`config.mk`:
```
export PLATFORM = sky130hd
export DESIGN_NAME = mem_port_arbiter_flat
export DESIGN_NICKNAME = d
export VERILOG_FILES = /design/src/rtl/mem_port_arbiter_if.sv /design/src/rtl/mem_port_arbiter.sv /design/src/flat_wrapper.sv
export SDC_FILE = /design/constraint.sdc
export NUM_CORES = 1
export LEC_CHECK = 0
export BUFFER_PORTS_ARGS = -buffer_cell sky130_fd_sc_hd__buf_2
export CAP_MARGIN = 20
export CELL_PAD_IN_SITES_DETAIL_PLACEMENT = 0
export CELL_PAD_IN_SITES_GLOBAL_PLACEMENT = 1
export CORE_MARGIN = 2
export CORE_UTILIZATION = 18
export DETAILED_ROUTE_END_ITERATION = 8
export GPL_ROUTABILITY_DRIVEN = 0
export PLACE_DENSITY = 0.95
export SLEW_MARGIN = 20
export SYNTH_ARGS = -nofsm -noshare
export SYNTH_HDL_FRONTEND = slang
export SYNTH_SLANG_ARGS = --single-unit
```
`constraint.sdc`:
```
create_clock -name Clk -period 2.24 [get_ports Clk]
set_input_delay 0.448 -clock Clk [delete_from_list [all_inputs] [get_ports Clk]]
set_output_delay 0.448 -clock Clk [all_outputs]
set_load 0.05 [all_outputs]
```
`src/rtl/mem_port_arbiter_if.sv`:
```
// rtl/mem_port_arbiter_if.sv - fetch/data requester and memory-port signal bundle for mem_port_arbiter
interface mem_port_arbiter_if #(
    parameter int ADDR_W = 16,
    parameter int DATA_W = 16
);
    // fetch requester
    logic              i_req;
    logic [ADDR_W-1:0] i_addr;
    logic              i_gnt;
    logic              i_rvalid;
    logic [DATA_W-1:0] i_rdata;
    logic              if_stall;
    // data requester
    logic              d_req;
    logic              d_we;
    logic [ADDR_W-1:0] d_addr;
    logic [DATA_W-1:0] d_wdata;
    logic              d_gnt;
    logic              d_rvalid;
    logic [DATA_W-1:0] d_rdata;
    // memory port
    logic              mem_en;
    logic              mem_we;
    logic [ADDR_W-1:0] mem_addr;
    logic [DATA_W-1:0] mem_wdata;
    logic [DATA_W-1:0] mem_rdata;

    // arbiter side
    modport slave (
        input  i_req, i_addr, d_req, d_we, d_addr, d_wdata, mem_rdata,
        output i_gnt, i_rvalid, i_rdata, if_stall,
               d_gnt, d_rvalid, d_rdata,
               mem_en, mem_we, mem_addr, mem_wdata
    );

    // requesters plus memory side
    modport master (
        output i_req, i_addr, d_req, d_we, d_addr, d_wdata, mem_rdata,
        input  i_gnt, i_rvalid, i_rdata, if_stall,
               d_gnt, d_rvalid, d_rdata,
               mem_en, mem_we, mem_addr, mem_wdata
    );
endinterface

```
`src/rtl/mem_port_arbiter.sv`:
```
// rtl/mem_port_arbiter.sv - fetch/data arbiter for one single-ported sync memory; optional perf counters via ARB_PERF_CNT_EN
module mem_port_arbiter #(
    parameter int ADDR_W     = 16,
    parameter int DATA_W     = 16,
    parameter int STARVE_MAX = 4
) (
    input  logic                Clk,
    input  logic                Rst,
    mem_port_arbiter_if.slave   bus
`ifdef ARB_PERF_CNT_EN
    ,
    output logic [15:0]         perf_i_stall_cnt,
    output logic [15:0]         perf_d_acc_cnt,
    output logic [7:0]          perf_force_cnt
`endif
);

    typedef enum logic {NORMAL = 1'b0, I_PRIO = 1'b1} state_t;

    localparam logic [4:0] STARVE_LIM = 5'(STARVE_MAX);

    state_t     state_q, state_d;
    logic [3:0] cnt_q, cnt_d;
    logic       rvalid_q, rvalid_d;
    logic       owner_q, owner_d;   // 1 = fetch owns the outstanding read
    logic       i_gnt, d_gnt;
    logic       starve_hit;

    // the denied cycle that would complete STARVE_MAX consecutive denials
    assign starve_hit = ({1'b0, cnt_q} + 5'd1) == STARVE_LIM;

    // state, starvation counter and response tracking registers
    always_ff @(posedge Clk) begin
        if (!Rst) begin
            state_q  <= NORMAL;
            cnt_q    <= 4'd0;
            rvalid_q <= 1'b0;
            owner_q  <= 1'b0;
        end else begin
            state_q  <= state_d;
            cnt_q    <= cnt_d;
            rvalid_q <= rvalid_d;
            owner_q  <= owner_d;
        end
    end

    // next-state and starvation count
    always_comb begin
        state_d = state_q;
        cnt_d   = cnt_q;
        if (!bus.i_req || i_gnt) begin
            cnt_d = 4'd0;
        end else if (starve_hit) begin
            cnt_d = 4'd0;
        end else if (cnt_q != 4'hF) begin
            cnt_d = cnt_q + 4'd1;
        end
        case (state_q)
            NORMAL: if (bus.i_req && !i_gnt && starve_hit) state_d = I_PRIO;
            I_PRIO: if (i_gnt || !bus.i_req)               state_d = NORMAL;
            default: state_d = NORMAL;
        endcase
    end

    // grant selection from current state
    always_comb begin
        i_gnt = 1'b0;
        d_gnt = 1'b0;
        if (state_q == I_PRIO) begin
            if (bus.i_req)      i_gnt = 1'b1;
            else if (bus.d_req) d_gnt = 1'b1;
        end else begin
            if (bus.d_req)      d_gnt = 1'b1;
            else if (bus.i_req) i_gnt = 1'b1;
        end
    end

    // a granted read is answered next cycle; writes leave nothing outstanding
    always_comb begin
        rvalid_d = i_gnt | (d_gnt & ~bus.d_we);
        owner_d  = i_gnt;
    end

    assign bus.i_gnt     = i_gnt;
    assign bus.d_gnt     = d_gnt;
    assign bus.if_stall  = bus.i_req & ~i_gnt;
    assign bus.mem_en    = i_gnt | d_gnt;
    assign bus.mem_we    = d_gnt & bus.d_we;
    assign bus.mem_addr  = i_gnt ? bus.i_addr : (d_gnt ? bus.d_addr : '0);
    assign bus.mem_wdata = d_gnt ? bus.d_wdata : '0;

    // a response due while reset is asserted is dropped rather than delivered
    assign bus.i_rvalid  = rvalid_q &  owner_q & Rst;
    assign bus.d_rvalid  = rvalid_q & ~owner_q & Rst;
    assign bus.i_rdata   = bus.i_rvalid ? bus.mem_rdata : '0;
    assign bus.d_rdata   = bus.d_rvalid ? bus.mem_rdata : '0;

`ifdef ARB_PERF_CNT_EN
    logic [15:0] stall_cnt_q;
    logic [15:0] dacc_cnt_q;
    logic [7:0]  force_cnt_q;

    // saturating event counters
    always_ff @(posedge Clk) begin
        if (!Rst) begin
            stall_cnt_q <= 16'd0;
            dacc_cnt_q  <= 16'd0;
            force_cnt_q <= 8'd0;
        end else begin
            if (bus.if_stall && stall_cnt_q != 16'hFFFF) stall_cnt_q <= stall_cnt_q + 16'd1;
            if (d_gnt && dacc_cnt_q != 16'hFFFF)         dacc_cnt_q  <= dacc_cnt_q + 16'd1;
            if (state_q == NORMAL && state_d == I_PRIO && force_cnt_q != 8'hFF)
                force_cnt_q <= force_cnt_q + 8'd1;
        end
    end

    assign perf_i_stall_cnt = stall_cnt_q;
    assign perf_d_acc_cnt   = dacc_cnt_q;
    assign perf_force_cnt   = force_cnt_q;
`endif

endmodule

```
`src/flat_wrapper.sv`:
```
// flat-port wrapper written by rule: the top's interface ports become plain ports
module mem_port_arbiter_flat 
#(
    parameter int ADDR_W     = 16,
    parameter int DATA_W     = 16,
    parameter int STARVE_MAX = 4
)
  (Clk, Rst, bus_i_req, bus_i_addr, bus_d_req, bus_d_we, bus_d_addr, bus_d_wdata, bus_mem_rdata, bus_i_gnt, bus_i_rvalid, bus_i_rdata, bus_if_stall, bus_d_gnt, bus_d_rvalid, bus_d_rdata, bus_mem_en, bus_mem_we, bus_mem_addr, bus_mem_wdata);
  mem_port_arbiter_if #(.ADDR_W(ADDR_W), .DATA_W(DATA_W)) bus_i ();
  input  logic Clk;
  input  logic Rst;
  input wire logic [$bits(bus_i.i_req)-1:0] bus_i_req;
  input wire logic [$bits(bus_i.i_addr)-1:0] bus_i_addr;
  input wire logic [$bits(bus_i.d_req)-1:0] bus_d_req;
  input wire logic [$bits(bus_i.d_we)-1:0] bus_d_we;
  input wire logic [$bits(bus_i.d_addr)-1:0] bus_d_addr;
  input wire logic [$bits(bus_i.d_wdata)-1:0] bus_d_wdata;
  input wire logic [$bits(bus_i.mem_rdata)-1:0] bus_mem_rdata;
  output wire logic [$bits(bus_i.i_gnt)-1:0] bus_i_gnt;
  output wire logic [$bits(bus_i.i_rvalid)-1:0] bus_i_rvalid;
  output wire logic [$bits(bus_i.i_rdata)-1:0] bus_i_rdata;
  output wire logic [$bits(bus_i.if_stall)-1:0] bus_if_stall;
  output wire logic [$bits(bus_i.d_gnt)-1:0] bus_d_gnt;
  output wire logic [$bits(bus_i.d_rvalid)-1:0] bus_d_rvalid;
  output wire logic [$bits(bus_i.d_rdata)-1:0] bus_d_rdata;
  output wire logic [$bits(bus_i.mem_en)-1:0] bus_mem_en;
  output wire logic [$bits(bus_i.mem_we)-1:0] bus_mem_we;
  output wire logic [$bits(bus_i.mem_addr)-1:0] bus_mem_addr;
  output wire logic [$bits(bus_i.mem_wdata)-1:0] bus_mem_wdata;
  assign bus_i.i_req = bus_i_req;
  assign bus_i.i_addr = bus_i_addr;
  assign bus_i.d_req = bus_d_req;
  assign bus_i.d_we = bus_d_we;
  assign bus_i.d_addr = bus_d_addr;
  assign bus_i.d_wdata = bus_d_wdata;
  assign bus_i.mem_rdata = bus_mem_rdata;
  assign bus_i_gnt = bus_i.i_gnt;
  assign bus_i_rvalid = bus_i.i_rvalid;
  assign bus_i_rdata = bus_i.i_rdata;
  assign bus_if_stall = bus_i.if_stall;
  assign bus_d_gnt = bus_i.d_gnt;
  assign bus_d_rvalid = bus_i.d_rvalid;
  assign bus_d_rdata = bus_i.d_rdata;
  assign bus_mem_en = bus_i.mem_en;
  assign bus_mem_we = bus_i.mem_we;
  assign bus_mem_addr = bus_i.mem_addr;
  assign bus_mem_wdata = bus_i.mem_wdata;
  mem_port_arbiter #(.ADDR_W(ADDR_W), .DATA_W(DATA_W), .STARVE_MAX(STARVE_MAX)) u_core (.Clk(Clk), .Rst(Rst), .bus(bus_i));
endmodule
```
==> qor.yml, run 1 <==
run_status:
  run_status: "complete, no violations"
synthesis:
  synth_enable_flop_cells: 0
  post-synth-top-count-cell: "sky130_fd_sc_hd__and2_1"
  synth_async_sr_flop_share: 0
  yosys_register_bits: 7
  synth_top_area_frac: 0.359
  post_synth_instance_area_um2: 871
  syn_inst: 111
  yosys.area.top_type: "sky130_fd_sc_hd__and2_1"
  synth_warnings: 0
  post_synth_num_cell_types: 30
  synth_sequential_area_ratio: 0.161
  syn_avg_cell_area_um2: 7.85
  synth.net_count: 181
  netlist_top_cells_count: "50 x sky130_fd_sc_hd__and2_1, 16 x sky130_fd_sc_hd__a22o_1, 7 x sky130_fd_sc_hd__dfxtp_1, 3 x sky130_fd_sc_hd__buf_6, 3 x sky130_fd_sc_hd__nor2_1"
  ys_top_cells_by_area: "sky130_fd_sc_hd__and2_1 36%, sky130_fd_sc_hd__a22o_1 16%, sky130_fd_sc_hd__dfxtp_1 16%"
  ys_dominant_reg_cell: "sky130_fd_sc_hd__dfxtp_1"
worst_hold_path:
  hold_path_class: "input pin to flip-flop"
critical_path:
  cp.arrival_ns: 1.62
  crit_type: "flip-flop to primary output"
  cp_max_fo: 19
  crit_path_start_kind: "flip-flop"
  path_cells: "inv_2 -> a21boi_4 -> a22o_1 -> buf_2"
  max_stage_delay_ns: 0.45
  critical_path_required_ns: 1.79
  end_kind: "primary output"
  slowest_stage: "sky130_fd_sc_hd__a21boi_4"
floorplan:
  die_area_mm2: 0.00541
  floorplan.rows: 25
  die_w_um: 73.6
  initial_core_util: 0.186
  total_core_area_mm2: 0.00469
  dieHeight_um: 73.6
  io-pin-count: 140
pwr:
  peakVddDrop_mv: 0.321
  share_comb_of_total_power: 0.548
  power_switching_share: 0.456
  leakagePower_nw: 0.993
  power_share_of_the_sequential_group: 0.193
  power.net_switching_mw: 0.307
  internal_power_mw: 0.367
  power.density_mw_per_mm2: 412
  clock_power_share: 0.259
cells_and_area:
  antennaDiodeCount: 0
  layout.nets: 319
  instances_no_fill: 302
  finished_layout_cell_area_mm2: 0.00164
  areaGrowthSynthToFinish_pct: 87.9
  final_layout_size_suffix_gt1_frac: 0.601
cts:
  max_h_tree_level: 1
  tritoncts: "yes"
  worst_skew_pair.late_latency_ns: 0.22
  sink_count_of_the_clock_tree: 7
  cts.root.buffer_cell: "sky130_fd_sc_hd__clkbuf_8"
  cts.reportedPaths.clkPinSlew_ns: 0.04
  post-cts-setup-buffer-count: 0
  ctsResizeCount: 0
  cts_buffers: 3
  cts-hold-fix-buffers: 0
  clock_path_buffers: 2
global_route:
  grt_pass1_vias: 1074
  antenna_found_initial: 0
  grt_first_pass_wirelength_mm: 4.64
  globalRoute.totalOverflow: 0
  pin_count_of_the_biggest_net_entering_global_routing: 35
  grt.total_usage: 0.106
timing:
  timing_worst_slew_pin_value_ns: 0.517
  setup_viol_count_final: 0
  final.min_clock_period_ns: 2.07
  finalHoldWorstSlack_ns: 0.495
  hold_violations: 0
  max_freq_mhz: 484
  timing_max_transition_violations_final: 0
  worst_clock_skew_ns: 0.00182
  rsz_0062_raised_after_global_routing: "false"
  tns_ns: 0
  max_slew_margin: 0.655
  final_min_period_over_clock_period: 0.923
drt:
  violation_count_after_the_first_detailed_routing_iteration: 20
  viasPerCell: 4.32
  dr_total_vias: 1305
  pre_repair_dr_iteration_count: 4
  detail_route.drc_violations: 0
  wl_per_cell_um: 10.9
  finalWirelength_mm: 3.31
  antenna_violating_nets_post_route: 0
placement:
  numPlacedInstances: 298
  place_hpwl_mm: 2.77
  port-buffer-count: 139
  postPlaceCellArea_mm2: 0.00159
job:
  max_cap_viol_count: 0
[power by group through the flow]
| stage | sequential, mW | combinational, mW | clock, mW |
|---|---|---|---|
| after detailed placement | 0.132 | 0.370 | 0 |
| final | 0.130 | 0.369 | 0.174 |
| after floorplan | 0.132 | 0.258 | 0 |
| after CTS | 0.130 | 0.371 | 0.180 |
| after global placement | 0.132 | 0.368 | 0 |
| after global routing | 0.130 | 0.388 | 0.193 |
[worst paths after layout]
check                       start               end  slack [ns]  depth (start not counted)
setup / recovery   u_core.state_q  bus_mem_addr[14]        0.17                          4
hold / removal                Rst   u_core.rvalid_q        0.49                          2
setup reg to reg   u_core.state_q   u_core.rvalid_q        1.07                          3
hold reg to reg   u_core.cnt_q[1]   u_core.cnt_q[1]        0.54                          2
[metrics by stage]
stage	utilization	worst slack, ns	total power, mW
finish	0.349	0.172	0.674
global route	0.349	0.0733	0.712
CTS	0.349	0.171	0.682
detailed placement	0.339	0.265	0.502
global placement	0.339	0.293	0.500
floorplan	-	0.300	0.390
[cell type report]
type,instances,area (um2)
fill,525,3060
timing repair buffer,141,723
multi-input combinational,94,653
sequential,7,140
tap,54,67.6
clock buffer,4,45.0
inverter,2,7.51
[placed cells by master (no fill, tap or decap), types with 2 or more instances in the layout]
master and count:
sky130_fd_sc_hd__buf_2 139, sky130_fd_sc_hd__dfxtp_1 7, sky130_fd_sc_hd__nand2_1 2, sky130_fd_sc_hd__a22o_1 16, sky130_fd_sc_hd__nor2b_1 2, sky130_fd_sc_hd__a31oi_1 2, sky130_fd_sc_hd__o21ai_0 2, sky130_fd_sc_hd__clkbuf_8 3
sky130_fd_sc_hd__and2_1 50, sky130_fd_sc_hd__nor2_1 3, sky130_fd_sc_hd__and3_1 2, sky130_fd_sc_hd__a21boi_4 2
[routing by layer]
metal,track usage,vias up,part of all wire
met1,0.122,574,0.43
met2,0.196,75,0.47
met3,0.0247,2,0.091
met5,0,-,0
met4,0.0242,0,0.0094
li1,-,654,-
[state kept, by name, summed over array words and instances (netlist names)]
register	cells
u_core.rvalid_q	1
u_core.owner_q	1
u_core.state_q	1
u_core.cnt_q	4
[worst max-delay path, delay by kind of cell (launching register included)]
family                 cells  cell delay, ns
AO/OA/AOI/OAI              2            0.66
buffers and inverters      2            0.33
flip-flops                 1            0.41
[logic make-up after synthesis]
group,count (synthesis),share of synthesized area
AOI/OAI and AO/OA,25,0.253
adders and majority gates,1,0.0144
buffers and inverters,10,0.0891
DFF,7,0.161
muxes,1,0.0115
and+or+nand+nor,67,0.471
Note: power is estimated with default switching activity, not from simulation.
==> run 2: changes to the inputs <==
--- a/config.mk
+++ b/config.mk
@@ -7,10 +7,8 @@
 export LEC_CHECK = 0
 export BUFFER_PORTS_ARGS = -buffer_cell sky130_fd_sc_hd__buf_2
 export CAP_MARGIN = 20
-export CELL_PAD_IN_SITES_DETAIL_PLACEMENT = 0
-export CELL_PAD_IN_SITES_GLOBAL_PLACEMENT = 1
 export CORE_MARGIN = 2
-export CORE_UTILIZATION = 18
+export CORE_UTILIZATION = 31
 export DETAILED_ROUTE_END_ITERATION = 8
 export GPL_ROUTABILITY_DRIVEN = 0
 export PLACE_DENSITY = 0.95
==> qor.yml, run 2 (synthesized netlist as in run 1, its figures left out) <==
critical_path:
  critical_path.reg2reg.startpoint: "u_core.cnt_q[0]"
  critical_path_required_ns: 1.79  # about the same
  path_cells: "inv_2 -> a21boi_4 -> a22o_1 -> buf_2"
  slowest_stage: "sky130_fd_sc_hd__a21boi_4"
  critical_path.startpoint: "u_core.state_q"
  cp.arrival_ns: 1.64  # +0.02 ns
  max_stage_delay_ns: 0.43  # -0.02 ns
  end_kind: "primary output"
  cp_max_fo: 19  # unchanged
  crit_type: "flip-flop to primary output"
  crit_path_start_kind: "flip-flop"
drt:
  detail_route.drc_violations: 0  # unchanged
  wl_per_cell_um: 12.4  # +14%
  pre_repair_dr_iteration_count: 4  # unchanged
  antenna_violating_nets_post_route: 0  # unchanged
  highest_layer: "met4"
  dr_wl_met2_mm: 1.82  # +18%
  wl_met3_um: 300  # unchanged
  viasPerCell: 4.66  # +7.7%
  violation_count_after_the_first_detailed_routing_iteration: 42  # +110%
  dr_total_vias: 1299  # -0.46%
  wirelength_met1_mm: 1.27  # -11%
  finalWirelength_mm: 3.47  # +4.9%
timing:
  max_slew_margin: 0.674  # +0.0191
  final_min_period_over_clock_period: 0.931  # +0.00783
  worst_clock_skew_ns: 0.00401  # +0.00218 ns
  rsz_0062_raised_after_global_routing: "false"
  tns_ns: 0  # unchanged
  timing_worst_slew_pin_value_ns: 0.488  # -0.0286 ns
  timing_max_transition_violations_final: 0  # unchanged
  max_freq_mhz: 479  # -0.84%
  final.min_clock_period_ns: 2.09  # +0.0175 ns
  setup_viol_count_final: 0  # unchanged
  hold_violations: 0  # unchanged
global_route:
  grt.total_usage: 0.207  # +0.101
  grt_first_pass_wirelength_mm: 5.31  # +14%
  antenna_found_initial: 0  # unchanged
  grt_pass1_vias: 1144  # +6.5%
  globalRoute.totalOverflow: 0  # unchanged
  pin_count_of_the_biggest_net_entering_global_routing: 35  # unchanged
floorplan:
  die_w_um: 57  # -23%
  initial_core_util: 0.321  # +0.136
  floorplan.rows: 19  # -24%
  io-pin-count: 140  # unchanged
  die_area_mm2: 0.00325  # -40%
  total_core_area_mm2: 0.00271  # -42%
  dieHeight_um: 57  # -23%
cts:
  cts.reportedPaths.clkPinSlew_ns: 0.05  # about the same
  cts_buffers: 3  # unchanged
  clock_path_buffers: 2  # unchanged
  post-cts-setup-buffer-count: 0  # unchanged
  ctsResizeCount: 0  # unchanged
  max_h_tree_level: 1  # unchanged
  worst_skew_pair.late_latency_ns: 0.26  # +0.04 ns
  tritoncts: "yes"
  sink_count_of_the_clock_tree: 7  # unchanged
  cts.root.buffer_cell: "sky130_fd_sc_hd__clkbuf_4"
  cts-hold-fix-buffers: 0  # unchanged
cells_and_area:
  layout.nets: 319  # unchanged
  largest_register_ff_count: 4  # unchanged
  nFillCells: 261  # -50%
  registers.top_by_ff_count: "u_core.cnt_q"
  most-common-layout-cells: "139 x sky130_fd_sc_hd__buf_2, 50 x sky130_fd_sc_hd__and2_1, 16 x sky130_fd_sc_hd__a22o_1"
  antennaDiodeCount: 0  # unchanged
  final_layout_size_suffix_gt1_frac: 0.601  # unchanged
  layout.cells.most_common: "sky130_fd_sc_hd__buf_2"
  areaGrowthSynthToFinish_pct: 82.5
  instances_no_fill: 279  # -7.6%
worst_hold_path:
  hold_path_class: "input pin to flip-flop"
  worst_hold_path_startpoint: "Rst"
pwr:
  leakagePower_nw: 0.986  # -0.78%
  power.density_mw_per_mm2: 388  # -5.7%
  peakVddDrop_mv: 0.321  # +0.22%
run_status:
  run_status: "complete, no violations"
placement:
  place_hpwl_mm: 2.93  # +5.6%
  numPlacedInstances: 275  # -7.7%
  port-buffer-count: 139  # unchanged
job:
  max_cap_viol_count: 0  # unchanged
==> run 2: critical path: cells and delay by family (launching register included) <==
kind,cells,cell delay (ns)
buf+inv,2,0.33
flops,1,0.41
compound gates,2,0.64
==> run 2: final cells by class <==
cell class                 instances  area, um2  area share
clock buffer                       4       26.3      0.0165
inverter                           2       7.51     0.00472
multi-input combinational         94        653       0.411
sequential                         7        140      0.0882
tap                               31       38.8      0.0244
timing repair buffer             141        723       0.455
==> run 2: per-layer routing <==
layer / global-route usage / vias to the layer above
li1: - / 654
met5: 0 / -
met1: 0.217 / 568
met3: 0.0363 / 7
met2: 0.397 / 70
met4: 0.0930 / 0
==> run 2: final timing paths <==
kind | depth (start not counted) | slack, ns | endpoint
worst max-delay path | 4 | 0.15 | bus_mem_addr[7]
worst min-delay path | 2 | 0.46 | u_core.rvalid_q
worst max register to register | 4 | 1.05 | u_core.cnt_q[0]
worst min register to register | 2 | 0.57 | u_core.cnt_q[1]
==> run 2: power by group <==
part           internal (mW)  switching [mW]
registers              0.128         0.00193
logic                  0.116           0.254
clock network         0.0681          0.0489
==> run 2: through the flow <==
step	power, mW	hold slack [ns]	util	instance area (um2)	worst slack [ns]
2_1_floorplan	0.390	0.498	-	871	0.300
3_3_place_gp	0.497	0.517	0.577	1560	0.322
3_5_place_dp	0.503	0.553	0.577	1560	0.286
4_1_cts	0.621	0.458	0.586	1590	0.150
5_1_grt	0.647	0.460	0.586	1590	0.0340
6_report	0.617	0.456	0.586	1590	0.154
==> run 3: changes to the inputs <==
--- a/config.mk
+++ b/config.mk
@@ -9,9 +9,11 @@
 export CAP_MARGIN = 20
 export CORE_MARGIN = 2
 export CORE_UTILIZATION = 31
+export CTS_CLUSTER_DIAMETER = 100
 export DETAILED_ROUTE_END_ITERATION = 8
 export GPL_ROUTABILITY_DRIVEN = 0
 export PLACE_DENSITY = 0.95
+export RECOVER_POWER = 100
 export SLEW_MARGIN = 20
 export SYNTH_ARGS = -nofsm -noshare
 export SYNTH_HDL_FRONTEND = slang
==> constraint.sdc (replaced) <==
create_clock -name Clk -period 2.6 [get_ports Clk]
set_input_delay 0.52 -clock Clk [delete_from_list [all_inputs] [get_ports Clk]]
set_output_delay 0.52 -clock Clk [all_outputs]
set_load 0.05 [all_outputs]
==> qor.yml, run 3 (synthesized netlist as in run 1, its figures left out) <==
timing:
  max_freq_mhz: 430
  worst_clock_skew_ns: 0.000975  # -0.00303 ns
  final.min_clock_period_ns: 2.33
  tns_ns: 0  # unchanged
  hold_violations: 0  # unchanged
  timing_max_transition_violations_final: 0  # unchanged
  timing_worst_slew_pin_value_ns: 0.624  # +0.136 ns
  rsz_0062_raised_after_global_routing: "false"
  final_min_period_over_clock_period: 0.895
  setup_viol_count_final: 0  # unchanged
  finalWorstSetupSlack_ns: 0.273  # +0.119 ns
  max_slew_margin: 0.586  # -0.0879
global_route:
  grt_first_pass_wirelength_mm: 5.05  # -4.8%
  globalRoute.totalOverflow: 0  # unchanged
  grt_pass1_vias: 1104  # -3.5%
  antenna_found_initial: 0  # unchanged
  pin_count_of_the_biggest_net_entering_global_routing: 35  # unchanged
  grt.total_usage: 0.192  # -0.0154
pwr:
  power_share_of_the_sequential_group: 0.214  # +0.004
  power.density_mw_per_mm2: 341  # -12%
  internal_power_mw: 0.261  # -16%
  share_comb_of_total_power: 0.599  # about the same
  power.net_switching_mw: 0.260  # -15%
  leakagePower_nw: 0.814  # -17%
  clock_power_share: 0.186  # -0.004
  power_switching_share: 0.499  # +0.00375
  final_power_mw: 0.521  # -16%
  peakVddDrop_mv: 0.244  # -24%
cts:
  clock_path_buffers: 2  # unchanged
  sink_count_of_the_clock_tree: 7  # unchanged
  worst_skew_pair.late_latency_ns: 0.25  # about the same
  cts.reportedPaths.clkPinSlew_ns: 0.05  # about the same
  cts.root.buffer_cell: "sky130_fd_sc_hd__clkbuf_4"
  tritoncts: "yes"
  cts_buffers: 3  # unchanged
  cts-hold-fix-buffers: 0  # unchanged
  ctsResizeCount: 0  # unchanged
  post-cts-setup-buffer-count: 0  # unchanged
  max_h_tree_level: 1  # unchanged
placement:
  port-buffer-count: 139  # unchanged
  place_worst_setup_slack_ns: 0.497  # +0.211 ns
  numPlacedInstances: 275  # unchanged
  place_hpwl_mm: 2.84  # -3.1%
critical_path:
  crit_path_start_kind: "input pin"
  cp_max_fo: 34  # +15
  end_kind: "primary output"
  cp.arrival_ns: 1.81  # +0.17 ns
  critical_path_required_ns: 2.08  # +0.29 ns
  crit_type: "input pin to primary output"
cells_and_area:
  antennaDiodeCount: 0  # unchanged
  largest_register_ff_count: 4  # unchanged
  layout.core_utilization: 0.563  # -0.0231
  instances_no_fill: 279  # unchanged
  registers.top_by_ff_count: "u_core.cnt_q"
  layout.nets: 319  # unchanged
  areaGrowthSynthToFinish_pct: 75.3
  final_layout_size_suffix_gt1_frac: 0.444  # -0.157
  most-common-layout-cells: "74 x sky130_fd_sc_hd__buf_2, 50 x sky130_fd_sc_hd__and2_1, 39 x sky130_fd_sc_hd__clkbuf_1"
  layout.cells.most_common: "sky130_fd_sc_hd__buf_2"
floorplan:
  total_core_area_mm2: 0.00271  # unchanged
  io-pin-count: 140  # unchanged
  die_w_um: 57  # unchanged
  dieHeight_um: 57  # unchanged
  floorplan.rows: 19  # unchanged
  die_area_mm2: 0.00325  # unchanged
  initial_core_util: 0.321  # unchanged
job:
  max_cap_viol_count: 0  # unchanged
drt:
  finalWirelength_mm: 3.40  # -1.8%
  detail_route.drc_violations: 0  # unchanged
  violation_count_after_the_first_detailed_routing_iteration: 44  # +4.8%
  wl_per_cell_um: 12.2  # -1.8%
  pre_repair_dr_iteration_count: 4  # unchanged
  viasPerCell: 4.69  # +0.69%
  antenna_violating_nets_post_route: 0  # unchanged
  dr_total_vias: 1308  # +0.69%
worst_hold_path:
  hold_path_class: "input pin to flip-flop"
run_status:
  run_status: "complete, no violations"
## run 3: area by class of cell
| type | count | area [um2] |
|---|---|---|
| Clock buffer | 4 | 26.3 |
| Tap cell | 31 | 38.8 |
| Multi-Input combinational cell | 94 | 653 |
| Sequential cell | 7 | 140 |
| Inverter | 2 | 7.51 |
| Fill cell | 279 | 1180 |
| Timing Repair Buffer | 141 | 661 |
## run 3: critical path, cell delays in order
cell	delay (ns)
sky130_fd_sc_hd__buf_2	0.14
sky130_fd_sc_hd__a21boi_4	0.17
sky130_fd_sc_hd__clkbuf_2	0.46
sky130_fd_sc_hd__clkbuf_1	0.52
## run 3: path summary, 6_finish.rpt
kind / depth (start not counted) / to / slack [ns] / startpoint
worst min register to register: 2 / u_core.cnt_q[1] / 0.55 / u_core.cnt_q[1]
worst min-delay path: 2 / u_core.rvalid_q / 0.54 / Rst
worst max register to register: 4 / u_core.cnt_q[1] / 1.40 / u_core.cnt_q[0]
worst max-delay path: 4 / bus_d_gnt / 0.27 / bus_d_req
## run 3: metal layers
layer,share of wire,vias up,GRT usage
met1,0.38,573,0.219
met5,0,-,0
met4,0.017,0,0.0731
met3,0.094,6,0.0317
li1,-,653,-
met2,0.51,76,0.355
## run 3: through the flow
step	hold WS, ns	instance area, um2
after global routing	0.534	1530
final	0.537	1530
after CTS	0.533	1580
after floorplan	0.498	871
after global placement	0.520	1550
after detailed placement	0.543	1550
## run 3: power groups by stage
stage	clock network (mW)	registers, mW	logic, mW
6_report	0.0971	0.112	0.312
5_1_grt	0.108	0.112	0.329
2_1_floorplan	0	0.113	0.223
3_5_place_dp	0	0.114	0.316
4_1_cts	0.102	0.112	0.317
3_3_place_gp	0	0.114	0.312
